File: src/rtl/reg_err_slv_log.sv
// Error-terminating register slave with programmable response latency, a saturating error counter
// and first-fault capture. Define REG_ERR_SLV_LOG_IRQ_EN to get a registered per-transfer irq pulse.

package reg_err_slv_log_pkg;

  typedef struct packed {
    logic [31:0] addr;
    logic        write;
    logic [31:0] wdata;
    logic [3:0]  wstrb;
    logic        valid;
  } req_t;

  typedef struct packed {
    logic [31:0] rdata;
    logic        error;
    logic        ready;
  } rsp_t;

endpackage

module reg_err_slv_log #(
  parameter int unsigned   AW          = 32,
  parameter int unsigned   DW          = 32,
  parameter logic [DW-1:0] ERR_VAL     = '0,
  parameter int unsigned   RespLatency = 0,
  parameter int unsigned   CntWidth    = 8,
  parameter type           req_t       = reg_err_slv_log_pkg::req_t,
  parameter type           rsp_t       = reg_err_slv_log_pkg::rsp_t
) (
  input  logic                clk_i,
  input  logic                rst_ni,
  input  req_t                req_i,
  output rsp_t                rsp_o,
  input  logic                clr_i,
  output logic [CntWidth-1:0] err_cnt_o,
  output logic                logged_o,
  output logic [AW-1:0]       first_addr_o,
  output logic                first_write_o,
  output logic                irq_o
);

  localparam logic [CntWidth-1:0] CNT_MAX = '1;

  logic                ready_s;
  logic                xfer_s;
  logic [CntWidth-1:0] cnt_base_s;
  logic                logged_base_s;
  logic [CntWidth-1:0] err_cnt_r;
  logic                logged_r;
  logic [AW-1:0]       first_addr_r;
  logic                first_write_r;
  logic                unused_s;

  assign unused_s = ^{req_i.wdata, req_i.wstrb};

  if (RespLatency == 32'd0) begin : g_comb_ready
    assign ready_s = req_i.valid;
  end else begin : g_fsm
    localparam int unsigned LW = $clog2(RespLatency + 32'd1);
    localparam logic [1:0] ST_IDLE = 2'd0;
    localparam logic [1:0] ST_WAIT = 2'd1;
    localparam logic [1:0] ST_RESP = 2'd2;

    logic [1:0]    state_r;
    logic [1:0]    state_s;
    logic [LW-1:0] lat_r;
    logic [LW-1:0] lat_s;

    // Next-state and latency countdown; a dropped valid abandons the access silently
    always_comb begin
      state_s = state_r;
      lat_s   = lat_r;
      case (state_r)
        ST_IDLE: begin
          if (req_i.valid) begin
            lat_s   = LW'(RespLatency - 32'd1);
            state_s = (RespLatency == 32'd1) ? ST_RESP : ST_WAIT;
          end else begin
            state_s = ST_IDLE;
          end
        end
        ST_WAIT: begin
          lat_s = lat_r - LW'(1);
          if (!req_i.valid) begin
            state_s = ST_IDLE;
          end else if (lat_r == LW'(1)) begin
            state_s = ST_RESP;
          end else begin
            state_s = ST_WAIT;
          end
        end
        ST_RESP: begin
          state_s = ST_IDLE;
        end
        default: begin
          state_s = ST_IDLE;
          lat_s   = '0;
        end
      endcase
    end

    // State and countdown registers
    always_ff @(posedge clk_i or negedge rst_ni) begin
      if (!rst_ni) begin
        state_r <= ST_IDLE;
        lat_r   <= '0;
      end else begin
        state_r <= state_s;
        lat_r   <= lat_s;
      end
    end

    assign ready_s = (state_r == ST_RESP) && req_i.valid;
  end

  assign xfer_s = req_i.valid && ready_s;

  // Response is constant apart from the handshake
  always_comb begin
    rsp_o       = '0;
    rsp_o.rdata = ERR_VAL;
    rsp_o.error = 1'b1;
    rsp_o.ready = ready_s;
  end

  // A same-cycle clear is applied before the transfer is accounted
  always_comb begin
    cnt_base_s    = clr_i ? '0 : err_cnt_r;
    logged_base_s = logged_r && !clr_i;
  end

  // Saturating count of completed accesses
  always_ff @(posedge clk_i or negedge rst_ni) begin
    if (!rst_ni) begin
      err_cnt_r <= '0;
    end else if (xfer_s) begin
      err_cnt_r <= (cnt_base_s == CNT_MAX) ? CNT_MAX : cnt_base_s + CntWidth'(1);
    end else if (clr_i) begin
      err_cnt_r <= '0;
    end else begin
      err_cnt_r <= err_cnt_r;
    end
  end

  // First-fault capture, sticky until cleared
  always_ff @(posedge clk_i or negedge rst_ni) begin
    if (!rst_ni) begin
      logged_r      <= 1'b0;
      first_addr_r  <= '0;
      first_write_r <= 1'b0;
    end else if (xfer_s && !logged_base_s) begin
      logged_r      <= 1'b1;
      first_addr_r  <= AW'(req_i.addr);
      first_write_r <= req_i.write;
    end else if (clr_i) begin
      logged_r      <= 1'b0;
      first_addr_r  <= '0;
      first_write_r <= 1'b0;
    end else begin
      logged_r      <= logged_r;
      first_addr_r  <= first_addr_r;
      first_write_r <= first_write_r;
    end
  end

  assign err_cnt_o     = err_cnt_r;
  assign logged_o      = logged_r;
  assign first_addr_o  = first_addr_r;
  assign first_write_o = first_write_r;

`ifdef REG_ERR_SLV_LOG_IRQ_EN
  logic irq_r;

  // One pulse per completed transfer, independent of counter saturation
  always_ff @(posedge clk_i or negedge rst_ni) begin
    if (!rst_ni) begin
      irq_r <= 1'b0;
    end else begin
      irq_r <= xfer_s;
    end
  end

  assign irq_o = irq_r;
`else
  assign irq_o = 1'b0;
`endif

endmodule
File: config.mk
export PLATFORM = sky130hd
export DESIGN_NAME = reg_err_slv_log
export DESIGN_NICKNAME = d
export VERILOG_FILES = /design/src/rtl/reg_err_slv_log.sv
export SDC_FILE = /design/constraint.sdc
export NUM_CORES = 1
export LEC_CHECK = 0
export CORE_ASPECT_RATIO = 1.75
export CORE_MARGIN = 2
export CORE_UTILIZATION = 35
export DETAILED_ROUTE_END_ITERATION = 16
export MAX_ROUTING_LAYER = met4
export PLACE_DENSITY = 0.85
export SLEW_MARGIN = 25
export SYNTH_ARGS = -nofsm -noshare
export SYNTH_HDL_FRONTEND = slang
export SYNTH_SLANG_ARGS = --single-unit
export TNS_END_PERCENT = 100
File: constraint.sdc
create_clock -name clk_i -period 1.33 [get_ports clk_i]
set_input_delay 0.3325 -clock clk_i [delete_from_list [all_inputs] [get_ports clk_i]]
set_output_delay 0.3325 -clock clk_i [all_outputs]
set_load 0.03 [all_outputs]
==> results of run 1 <==
-- routing by layer --
layer  part of all wire [%]  wire length [um]  vias to the layer above
met3                    6.2               295                       11
li1                       -                 -                      742
met2                     54              2550                       79
met4                    1.7                83                        0
met1                     38              1830                      777
met5                      0                 0                        -
-- worst max-delay path: cells and delay by family, from the launching register on --
kind,cells,cell delay (ns)
buf+inv,2,0.28
flops,1,0.40
-- final timing paths --
check,slack [ns],startpoint,depth (start not counted),endpoint
min,0.01,rst_ni,2,err_cnt_o[4]
max in group asynchronous,1.08,rst_ni,2,err_cnt_o[3]
max reg2reg,0.06,err_cnt_o[7],3,err_cnt_o[3]
min reg2reg,0.58,logged_o,2,logged_o
min in group clk_i,0.56,clr_i,3,logged_o
max,0.04,err_cnt_o[3],2,err_cnt_o[3]
-- stage by stage --
| step | util, % | hold slack, ns |
|---|---|---|
| global route | 50.9 | 0.0386 |
| floorplan | - | 0.0369 |
| global placement | 47.4 | 0.325 |
| finish | 50.9 | 0.0111 |
| CTS | 50.8 | 0.0268 |
| detailed placement | 47.4 | 0.327 |
-- layout make-up --
type,count,area [um^2],area share (%)
Clock inverter,2,60.1,1.83
Multi-Input combinational cell,134,1050,32.1
Inverter,3,11.3,0.344
Sequential cell,42,1060,32.2
Clock buffer,6,139,4.24
Tap cell,82,103,3.13
Timing Repair Buffer,95,856,26.1
-- cell families (layout without fill, tap and decap cells) --
family	after synthesis	in the layout	synth area share, %
and+or+nand+nor	55	55	14.4
buffers and inverters	45	106	14.1
DFF	42	42	45.8
muxes	35	35	22.0
AOI/OAI and AO/OA	10	10	3.33
other	2	34	0.327
-- cells in the mapped netlist, types with 4 or more instances --
cell,count,area share (%)
a21oi_1,5,1.1
buf_4,35,11
dfrtp_1,42,46
mux2_4,30,20
nand2b_1,4,1.1
nor2b_1,33,9.0
-- timing repair --
action                                  CTS  global route
buffers inserted                          2             0
resized for setup                        13             5
endpoints found under the setup margin   47             7
pin swaps                                 0             2
cloned                                    0             0
-- power groups by stage --
stage	registers, mW	logic, mW	clock network, mW
after floorplan	1.65	0.476	0
after global placement	1.46	0.963	0
after detailed placement	1.45	0.978	0
after CTS	1.43	0.983	1.67
after global routing	1.45	1.03	1.71
final	1.43	0.972	1.62
-- state kept, by name (all words and copies together) (netlist names) --
register,cells
first_write_o,1
first_addr_o,32
err_cnt_o,8
logged_o,1
==> summary.md, run 1 <==
| Metric | Value |
|---|---|
| Outcome | complete, no violations |
| Clock Latency Late Sink | around 0.28 ns |
| Core box area | 6440 um^2 |
| Final hold vios | 0 |
| Initial DRC count | 17 |
| Part of the power in combinational logic | 24.2% |
| CTS Root Cell | clkbuf_16 |
| DR vias/cell | around 4.4 |
| Gr ovfl total | 0 |
| Syn_area_per_cell | about 12 um^2 |
| Die area | 7250 um^2 |
| Async set-or-reset flop fraction in the synthesized netlist | between 90% and 100% |
| Grt met3 use | about 3.9% |
| Switching Share | a little over a quarter |
| Total Power | approximately 4 mW |
| Most common library cell in the layout ignoring fill and taps | buf_4 |
| H-tree levels | 2 |
| Worst path cell trace | buf_4, buf_6 |
| RD Place Congestion | ~0.74 |
| CTS clk-pin slew, worst paths | approximately 0.060 ns |
| Syn. warnings | 0 |
| Number of global-route vias before repair | approximately 1.6k |
| Die height | roughly 110 um |
| Post-CTS Hold Buffers | 0 |
| F_max | between 0.7 and 0.8 GHz |
| Io pins | 150 |
| Design Area, Final | 3280 um^2 |
| Gr usage total | between 10% and 20% |
| Tmin final | around 1.3 ns |
| Starting Density | approximately 36% |
| Syn-to-layout area delta | 42.8% |
| CP Capture Type | output port |
| DP Area | approximately 3000 um^2 |
| Commonest cells after routing, fill and taps aside | buf_4, dfrtp_1, conb_1, nor2b_1, clkdlybuf4s50_1 |
| CTS buffer count | 5 |
| DRC viols | 0 |
| Detail Route Antenna Nets | 0 |
| Leakage | 1.64 nW |
| Worst-path maximum fanout | 5 |
| Clock skew | around 0.0028 ns |
| Port Buffer Count | 79 |
| First-pass DRT Iterations | 4 |
| Gate count of the mapped netlist | roughly 190 |
| Distinct cells, synth | 28 |
| Most used routing layer | met2 |
| Peak supply drop | between 700 and 800 uV |
| Worst Path Arrival | 0.96 ns |
| Sequential element share of the synthesized area | 45.8% |
| Die X | ~65 um |
| First-pass GRT wire length | 7510 um |
| Fillcell total | 593 |
| Fraction of layout cells with a size suffix above 1 | 39.4% |
| Placed Cells | approximately 350 |
| DP HPWL | 3430 um |
| Clk sinks | 42 |
| CTS tree | done |
| Final #Nets | 354 |
| Max-slew violation count | 0 |
| Max clock buf depth | 2 |
| Final WS setup | roughly 0.042 ns |
| Top FF cell, synth | dfrtp_1 |
| Rows | 39 |
| Int Pwr | just under 3 mW |
| Via count | 1609 |
| Maxcap violations | 0 |
| Yosys reg bits | 42 |
| Ant diodes | 0 |
| Sw power | roughly 1.1 mW |
| Final cell count without fillers | 364 |
| Mapped Area | around 2300 um^2 |
| RSZ-0062 raised after global routing | no |
| WP data required | 1.00 ns |
| Detailed-route wire length per cell | ~13 um |
| Min-Delay Path Class | in -> async |
| Worst slack at placement | -0.474 ns |
| WS Path Type | reg -> out |
| Total Wirelength | 4760 um |
| CP max-delay cell | dfrtp_2 |
| Clock Power Share | 40.2% |
| Setup_tns | 0 ns |
| Reg power frac | ~36% |
| GR Util met2 | between 20% and 30% |
| Max stage delay on crit path | around 0.40 ns |
| Period utilization | a little under 100% |
| Number of synthesized flops with an enable pin | 0 |
| Pin count of the biggest net entering global routing | 43 |
| Initial antenna violation count | 0 |
| Final setup vio count | 0 |
| CP startpoint kind | flop |
| Met1 usage | 15.3% |
| Power per cell area | roughly 1200 nW/um^2 |
(Power assumes the default switching activity.)
==> inputs of run 2 (changes only) <==
--- a/config.mk
+++ b/config.mk
@@ -9,6 +9,7 @@
 export CORE_MARGIN = 2
 export CORE_UTILIZATION = 35
 export DETAILED_ROUTE_END_ITERATION = 16
+export GPL_TIMING_DRIVEN = 1
 export MAX_ROUTING_LAYER = met4
 export PLACE_DENSITY = 0.85
 export SLEW_MARGIN = 25
==> results of run 2 <==
The final DEF is identical to that of run 1; final timing and power are the same.
